<file path="src/rtl/riscv_pipe_pkg.sv">
// Shared types and constants for the pipeline hazard controller.
//   hazard_entry_t : one shadow-pipeline slot {valid, rd, write, load}
//   RU_SRC_DM      : writeback-source code that marks a load
//   FWD_*          : ALU operand forwarding selects
package riscv_pipe_pkg;

    typedef struct packed {
        logic       valid;
        logic [4:0] rd;
        logic       write;
        logic       load;
    } hazard_entry_t;

    localparam logic [1:0] RU_SRC_DM = 2'b01;

    localparam logic [1:0] FWD_RF  = 2'b00;
    localparam logic [1:0] FWD_MEM = 2'b01;
    localparam logic [1:0] FWD_WB  = 2'b10;

    // A slot only matters if it will really write a non-x0 register.
    function automatic logic entry_live(input hazard_entry_t e);
        return e.valid & e.write & (e.rd != 5'd0);
    endfunction

endpackage

</file>
<file path="src/rtl/hazard_unit_sat_counter.sv">
// Saturating up-counter used for hazard statistics.
//   clk   : clock
//   rst_n : asynchronous active-low clear
//   en    : count this cycle
//   count : current value, sticks at all-ones
module sat_counter #(
    parameter int W = 32
) (
    input  logic         clk,
    input  logic         rst_n,
    input  logic         en,
    output logic [W-1:0] count
);

    localparam logic [W-1:0] ONE = W'(1);

    always_ff @(posedge clk or negedge rst_n) begin
        if (!rst_n) begin
            count <= '0;
        end else if (en && (count != '1)) begin
            count <= count + ONE;
        end
    end

endmodule

</file>
<file path="src/rtl/hazard_unit.sv">
// Interlock and forwarding controller for the five-stage pipeline.
// Tracks in-flight destinations in a three-slot shadow pipeline (EX/MEM/WB),
// raises stall/flush controls for PC, IF/DE and DE/EX, picks ALU operand
// forwarding paths and keeps saturating stall/flush statistics.
//   clk, rst_n                       : clock, async active-low reset
//   de_*                             : decode-stage instruction about to enter EX
//   ex_rs1, ex_rs2, ex_br_taken      : EX-stage sources and taken-branch flag
//   pc_stall, if_de_stall            : hold PC / IF-DE register
//   if_de_flush, de_ex_flush         : squash IF-DE / insert bubble into DE-EX
//   fwd_a_sel, fwd_b_sel             : ALU operand source selects
//   stall_cnt, flush_cnt             : statistics
module hazard_unit
    import riscv_pipe_pkg::*;
#(
    parameter bit FORWARDING = 1'b1,
    parameter int CNT_W      = 32
) (
    input  logic             clk,
    input  logic             rst_n,
    input  logic             de_valid,
    input  logic [4:0]       de_rs1,
    input  logic [4:0]       de_rs2,
    input  logic             de_rs1_used,
    input  logic             de_rs2_used,
    input  logic [4:0]       de_rd,
    input  logic             de_ru_write,
    input  logic [1:0]       de_ru_data_src,
    input  logic [4:0]       ex_rs1,
    input  logic [4:0]       ex_rs2,
    input  logic             ex_br_taken,
    output logic             pc_stall,
    output logic             if_de_stall,
    output logic             if_de_flush,
    output logic             de_ex_flush,
    output logic [1:0]       fwd_a_sel,
    output logic [1:0]       fwd_b_sel,
    output logic [CNT_W-1:0] stall_cnt,
    output logic [CNT_W-1:0] flush_cnt
);

    hazard_entry_t r_ex, r_mem, r_wb;

    logic w_hit_ex;
    logic w_hit_mem;
    logic w_stall;

    function automatic logic src_hit(input logic valid, input logic used,
                                     input logic [4:0] rs, input hazard_entry_t e);
        return valid & used & (rs == e.rd) & entry_live(e);
    endfunction

    function automatic logic [1:0] fwd_pick(input logic [4:0] rs,
                                            input hazard_entry_t mem,
                                            input hazard_entry_t wb);
        // A load result is not available in MEM yet, so it can only come from WB.
        if (entry_live(mem) && (mem.rd == rs) && !mem.load) begin
            return FWD_MEM;
        end else if (entry_live(wb) && (wb.rd == rs)) begin
            return FWD_WB;
        end
        return FWD_RF;
    endfunction

    assign w_hit_ex  = src_hit(de_valid, de_rs1_used, de_rs1, r_ex)
                     | src_hit(de_valid, de_rs2_used, de_rs2, r_ex);
    assign w_hit_mem = src_hit(de_valid, de_rs1_used, de_rs1, r_mem)
                     | src_hit(de_valid, de_rs2_used, de_rs2, r_mem);

    // WB never interlocks: the register file writes on the negedge, before DE reads.
    assign w_stall = FORWARDING ? (w_hit_ex & r_ex.load) : (w_hit_ex | w_hit_mem);

    always_comb begin
        pc_stall    = 1'b0;
        if_de_stall = 1'b0;
        if_de_flush = 1'b0;
        de_ex_flush = 1'b0;
        fwd_a_sel   = FWD_RF;
        fwd_b_sel   = FWD_RF;
        if (rst_n) begin
            if (ex_br_taken) begin
                if_de_flush = 1'b1;
                de_ex_flush = 1'b1;
            end else if (w_stall) begin
                pc_stall    = 1'b1;
                if_de_stall = 1'b1;
                de_ex_flush = 1'b1;
            end
            if (FORWARDING) begin
                fwd_a_sel = fwd_pick(ex_rs1, r_mem, r_wb);
                fwd_b_sel = fwd_pick(ex_rs2, r_mem, r_wb);
            end
        end
    end

    always_ff @(posedge clk or negedge rst_n) begin
        if (!rst_n) begin
            r_ex  <= '0;
            r_mem <= '0;
            r_wb  <= '0;
        end else begin
            r_wb  <= r_mem;
            r_mem <= r_ex;
            if (de_ex_flush) begin
                r_ex <= '0;
            end else begin
                r_ex <= '{valid: de_valid, rd: de_rd, write: de_ru_write,
                          load: (de_ru_data_src == RU_SRC_DM)};
            end
        end
    end

    sat_counter #(.W(CNT_W)) u_stall_cnt (
        .clk   (clk),
        .rst_n (rst_n),
        .en    (w_stall & ~ex_br_taken),
        .count (stall_cnt)
    );

    sat_counter #(.W(CNT_W)) u_flush_cnt (
        .clk   (clk),
        .rst_n (rst_n),
        .en    (ex_br_taken),
        .count (flush_cnt)
    );

endmodule
</file>
<file path="config.mk">
export PLATFORM = sky130hd
export DESIGN_NAME = hazard_unit
export DESIGN_NICKNAME = d
export VERILOG_FILES = /design/src/rtl/riscv_pipe_pkg.sv /design/src/rtl/hazard_unit_sat_counter.sv /design/src/rtl/hazard_unit.sv
export SDC_FILE = /design/constraint.sdc
export NUM_CORES = 1
export LEC_CHECK = 0
export ABC_AREA = 1
export BUFFER_PORTS_ARGS = -buffer_cell sky130_fd_sc_hd__buf_2
export CAP_MARGIN = 10
export CORE_MARGIN = 2
export CORE_UTILIZATION = 45
export CTS_BUF_LIST = sky130_fd_sc_hd__clkbuf_4 sky130_fd_sc_hd__clkbuf_8
export CTS_CLUSTER_DIAMETER = 60
export DETAILED_ROUTE_END_ITERATION = 8
export GPL_ROUTABILITY_DRIVEN = 1
export GPL_TIMING_DRIVEN = 0
export PLACE_DENSITY_LB_ADDON = 0.25
export SLEW_MARGIN = 20
export SYNTH_ARGS = -nofsm -noshare
export SYNTH_HDL_FRONTEND = slang
export SYNTH_SLANG_ARGS = --single-unit
</file>
<file path="constraint.sdc">
create_clock -name clk -period 3.2 [get_ports clk]
set_input_delay 0.64 -clock clk [delete_from_list [all_inputs] [get_ports clk]]
set_output_delay 0.64 -clock clk [all_outputs]
set_load 0.02 [all_outputs]
</file>
# Word level (Yosys, flattened, before mapping)
# Cells that the tools add are included.
dict set report word_totals {
  regBits 87
  output_inout_bits 72
  elab_cells 74
  inputBits 34
}
dict set report op_classes {
  mux 22
  bitwise 16
  n_reduce_logical 12
  n_addsub 2
  n_eq_ne 9
}
# cell n
set ops {}
lappend ops {{adder 32 x 1 -> 32 bit (second input constant)} 2}
lappend ops {{inequality test 32 bit (second input constant)} 2}
lappend ops {{== test 5 bit} 6}
lappend ops {{2-to-1 mux 2 bit} 8}
lappend ops {{nonzero test 5 bit} 3}
lappend ops {{AND 1 bit} 14}
lappend ops {{2-to-1 mux 1 bit} 13}
lappend ops {{logical AND 1 bit} 8}
lappend ops {{2-to-1 mux 8 bit} 1}
lappend ops {{== test 2 x 1 -> 1 bit (second input constant)} 1}
lappend ops {{zero test 1 bit} 1}
lappend ops {{inverter 1 bit} 1}
lappend ops {{OR 1 bit} 1}

# Longest topological paths before layout
dict set report logic_depth {
  depth_word 9
  mapped_depth 11
  mapped_depth_nobuf 10
}

# By module
# Synthesis repeated with hierarchy kept, for this count alone.
dict set report unflattened {
  hier_cells 839
  hier_area_um2 5640.4
}
# mod area_per_inst_um2 n_inst seq_area_each_um2 cells_each
set by_module_without_submodules {}
lappend by_module_without_submodules {sat_counter 2190.9 2 800.8 333}
lappend by_module_without_submodules {hazard_unit 1258.7 1 575.6 173}

# Worst setup path after synthesis
# OpenSTA, ideal clock, no wires.
dict set report synth_path {
  kind {in2out}
  from {in de_valid}
  to {out pc_stall}
  path_stages 9
  required_time_ns 2.560
  path_buffers 1
  path_slack_ns 0.884
  arrival_ns 1.676
  cell_sequence {nand2_1 > inv_1 > nand2_1 > nor2_1 > nand3_1 > nand2_2 > nand3_1 > nor2_1 > buf_4}
}
dict set report synth_between {
  elab_chain_len 8
  word_cells_on_any_way 11
  cone_classes {mux (3); bitwise (8)}
}
# element line
set synth_rtl {}
lappend synth_rtl {{start, declared} hazard_unit.sv:20} ;# input logic de_valid,
lappend synth_rtl {{AND 1 bit} -}
lappend synth_rtl {{AND 1 bit (2 in a row)} hazard_unit.sv:49} ;# return valid & used & (rs == e.rd) & entry_live(e);
lappend synth_rtl {{OR 1 bit (*)} hazard_unit.sv:65} ;# | src_hit(de_valid, de_rs2_used, de_rs2, r_ex);
lappend synth_rtl {{AND 1 bit (*)} hazard_unit.sv:70} ;# assign w_stall = FORWARDING ? (w_hit_ex & r_ex.load) : (w_hit_ex | w_hit_mem);
lappend synth_rtl {{2-to-1 mux 1 bit (*) (3 in a row)} -}
lappend synth_rtl {{end, declared} hazard_unit.sv:31} ;# output logic pc_stall,
# Every way passes the cells marked *; elsewhere a longest branch is shown, timed or not.

# Final worst setup path
dict set report layout_path {
  from {reg r_ex[4] (netlist bit)}
  to {out de_ex_flush}
}
dict set report layout_between {
  elab_chain_len 8
  word_cells_on_any_way 13
  cone_classes {eq/ne (2); mux (3); bitwise (7); reduce/logical (1)}
}
# element line
set layout_rtl {}
lappend layout_rtl {{start, declared} hazard_unit.sv:41} ;# hazard_entry_t r_ex, r_mem, r_wb;
lappend layout_rtl {{start signal, assigned} hazard_unit.sv:106} ;# r_ex <= '{valid: de_valid, rd: de_rd, write: de_ru_write,
lappend layout_rtl {{== test 5 bit or nonzero test 5 bit (tied branches)} {hazard_unit.sv:49, riscv_pipe_pkg.sv:22}}
lappend layout_rtl {{AND 1 bit, on equally long branches} {hazard_unit.sv:49, riscv_pipe_pkg.sv:22}}
lappend layout_rtl {{AND 1 bit} hazard_unit.sv:49}
lappend layout_rtl {{OR 1 bit (*)} hazard_unit.sv:65}
lappend layout_rtl {{AND 1 bit (*)} hazard_unit.sv:70}
lappend layout_rtl {{2-to-1 mux 1 bit (*)} hazard_unit.sv:83} ;# end else if (w_stall) begin
lappend layout_rtl {{2-to-1 mux 1 bit (*)} hazard_unit.sv:80} ;# if (ex_br_taken) begin
lappend layout_rtl {{2-to-1 mux 1 bit (*)} hazard_unit.sv:79} ;# if (rst_n) begin
lappend layout_rtl {{end, declared} hazard_unit.sv:34} ;# output logic de_ex_flush,
# Marks and branches as above.

==> out/qor.json <==
{
  "antenna_found_initial": {"value": 0},
  "netlist.top_cell.by_area": {"value": "sky130_fd_sc_hd__dfrtp_1"},
  "worst-r2r-cell-count": {"value": 11},
  "ys_warn_count": {"value": 0},
  "via_per_inst": {"value": 4.84},
  "p_leak": {"value": 0.00333, "unit": "uW"},
  "cp_slowest_cell": {"value": "sky130_fd_sc_hd__dfrtp_1"},
  "synth.yosys.seq_area_share": {"value": 0.403},
  "synth_cell_type_count": {"value": 31},
  "timing_hold_violations_final": {"value": 0},
  "achievable-frequency": {"value": 394, "unit": "MHz"},
  "postLayoutCellArea": {"value": 6350, "unit": "sq um"},
  "crit_path_max_incr_delay": {"value": 0.42, "unit": "ns"},
  "layout.filler_cells": {"value": 1209},
  "avgSynthCellArea": {"value": 6.99, "unit": "sq um"},
  "min_period": {"value": 2.54, "unit": "ns"},
  "timing.critical_path.to_type": {"value": "primary output"},
  "antenna_cells_inserted": {"value": 0},
  "cts.sink_count": {"value": 87},
  "post-place-cells": {"value": 1027},
  "min_path_type": {"value": "input port to asynchronous set/reset pin"},
  "layout.cells.most_common": {"value": "sky130_fd_sc_hd__nand2_1"},
  "cts_buffers": {"value": 9},
  "post_drt_antenna_nets": {"value": 0},
  "number_of_drc_markers_in_iteration_0": {"value": 301},
  "regToRegStartpoint": {"value": "u_flush_cnt.count[0]"},
  "drt_wl_total": {"value": 13600, "unit": "microns"},
  "critPathLaunchType": {"value": "register"},
  "synth.top_cell.area_share": {"value": 0.403},
  "drv.max_cap_violation_count": {"value": 0},
  "most_used_cells_in_the_layout_excluding_fill_and_tap_cells": {"value": "sky130_fd_sc_hd__nand2_1, sky130_fd_sc_hd__buf_2, sky130_fd_sc_hd__nor2_1"},
  "cts_tree": {"value": "done"},
  "maxSlewViolCount": {"value": 0},
  "timing.critical_path.buf_inv": {"value": 2},
  "crit_path_cell_trace": {"value": "inv_1, nand2_1, nand2_1, nor2_1, nand3_1, nand2_2, nand3_1, nand2_1, buf_2"},
  "worstReg2RegEnd": {"value": "u_flush_cnt.count[8]"},
  "fin_nets": {"value": 927},
  "multiInputGateArea": {"value": 2830, "unit": "sq um"},
  "placedInstanceArea": {"value": 6150, "unit": "sq um"},
  "postSynthNetCount": {"value": 810},
  "clk_pin_slew": {"value": 0.09, "unit": "ns"},
  "clock_skew": {"value": 0.0122, "unit": "ns"},
  "cts.root.buffer_cell": {"value": "sky130_fd_sc_hd__clkbuf_8"},
  "start_util": {"value": 0.456},
  "place.port_buffers": {"value": 105},
  "min_period_over_period": {"value": 0.794},
  "grtUsageTotal": {"value": 0.222},
  "timing_worst_slew_pin_value": {"value": 0.437, "unit": "ns"},
  "place.detailed.hpwl": {"value": 10500, "unit": "microns"},
  "routed-via-count": {"value": 5049},
  "cts.repair.resized": {"value": 0},
  "crit_family": {"value": "simple AND/OR/NAND/NOR gates"},
  "path_max_fanout": {"value": 8},
  "ctsHtreeMaxLevel": {"value": 3},
  "drc_markers": {"value": 0},
  "cts_hold_repair.buffers": {"value": 0},
  "synth.area.top_cells": {"value": "sky130_fd_sc_hd__dfrtp_1, sky130_fd_sc_hd__nand2_1, sky130_fd_sc_hd__nor2_1, sky130_fd_sc_hd__xor2_1, sky130_fd_sc_hd__inv_1"},
  "area_growth_syn_to_layout": {"value": 17.4, "unit": "%"},
  "grt_first_pass_wirelength": {"value": 22600, "unit": "microns"},
  "first_global_vias": {"value": 4764},
  "die_height": {"value": 114, "unit": "microns"},
  "worstPathRequired": {"value": 2.56, "unit": "ns"},
  "routed_wire_length_per_instance": {"value": 13.0, "unit": "microns"},
  "syn-cell-area": {"value": 5410, "unit": "sq um"},
  "ff_latch_area": {"value": 2180, "unit": "sq um"},
  "post_cts.repair.setup_buffers": {"value": 0},
  "num_io_pins": {"value": 106},
  "finalWeightedCongestion": {"value": 0.930},
  "synth_cells": {"value": 774},
  "clk_path_buf_depth": {"value": 2},
  "dieArea": {"value": 12900, "unit": "sq um"},
  "postSynthRegisterBits": {"value": 87},
  "num_rows": {"value": 40},
  "grt_start_max_net_pins": {"value": 49},
  "globalRoute.totalOverflow": {"value": 0},
  "outcome": {"value": "finished clean"},
  "final.hold.worst_slack": {"value": 0.187, "unit": "ns"},
  "core_area": {"value": 11900, "unit": "sq um"},
  "setup_cp_type": {"value": "register to primary output"},
  "fraction_of_layout_instances_using_a_drive_strength_above_1": {"value": 0.182},
  "worst_path_most_repeated_cell": {"value": "sky130_fd_sc_hd__nand2_1"},
  "layoutNonFillerInstCount": {"value": 1043},
  "drt_first_pass_iters": {"value": 4},
  "max_slew_margin": {"value": 0.707},
  "clock_latency": {"value": 0.38, "unit": "ns"},
  "critical_path_cell_count": {"value": 9},
  "setup_viol_count_final": {"value": 0},
  "die_x": {"value": 114, "unit": "microns"},
  "totalNegativeSetupSlack": {"value": 0, "unit": "ns"},
  "timing.critical_path.arrival": {"value": 1.90, "unit": "ns"},
  "grt_setup_unrepaired": {"value": "false"},
  "ir_worst_vdd": {"value": 435, "unit": "uV"},
  "reg2reg_setup_slack": {"value": 1.22, "unit": "ns"},
  "total_power": {"value": 2480, "unit": "uW"},
  "p_per_area": {"value": 391, "unit": "nW/um^2"}
}
## cells by family after synthesis
| logic type | synth area share |
|---|---|
| AND/OR/NAND/NOR | 0.387 |
| buffers and inverters | 0.0747 |
| flip-flops | 0.403 |
| XOR/XNOR | 0.0970 |
| AO/OA/AOI/OAI | 0.0340 |
| adder cells (fa/ha/maj) | 0.00463 |
## power by group
| part | total [uW] | switching, uW | internal (uW) |
|---|---|---|---|
| combinational | 438 | 284 | 154 |
| sequential | 1250 | 80.5 | 1170 |
| clock | 793 | 415 | 378 |
## worst max path at each step
stage	start	endpoint	slack [ns]
after floorplan	de_valid	pc_stall	0.88
after global placement	rst_n	fwd_a_sel[1]	-0.53
after detailed placement	rst_n	pc_stall	0.70
after CTS	r_ex[4]	de_ex_flush	0.63
after global routing	r_ex[2]	de_ex_flush	0.45
final	r_ex[4]	de_ex_flush	0.66
## cell type report
| class | instances | area share |
|---|---|---|
| Buffer | 12 | 0.0177 |
| Clock buffer | 10 | 0.0217 |
| Clock inverter | 6 | 0.00946 |
| Inverter | 77 | 0.0459 |
| Multi-Input combinational cell | 598 | 0.445 |
| Sequential cell | 87 | 0.343 |
| Tap cell | 147 | 0.0290 |
| Timing Repair Buffer | 106 | 0.0881 |
## metal layers
metal  up-vias  GRT usage  part of all wire
li1       2602          -                 -
met1      2324      0.286              0.46
met2       100      0.376              0.48
met3        23     0.0319             0.039
met4         0     0.0911             0.025
met5         -          0                 0
## metrics by stage
step / setup slack (ns) / utilization
floorplan: 0.884 / -
global placement: -0.532 / 0.516
detailed placement: 0.703 / 0.518
CTS: 0.632 / 0.535
global route: 0.448 / 0.535
finish: 0.660 / 0.535
## Yosys cell counts, drive strengths merged
cell type,count
nand2,333
nor4,1
o21ai,21
nand4,7
dfrtp,87
nand3,29
nor3,29
ha,2
and2,1
xor2,43
inv,77
o21bai,1
a21oi,5
o2111ai,1
nand3b,4
or2,1
xnor2,16
nor2,104
buf,12
## registers in the layout, summed over array words and instances (netlist names)
name               count
u_stall_cnt.count     32
r_wb                   7
u_flush_cnt.count     32
r_mem                  8
r_ex                   8
Note: power is estimated with default switching activity, not from simulation.
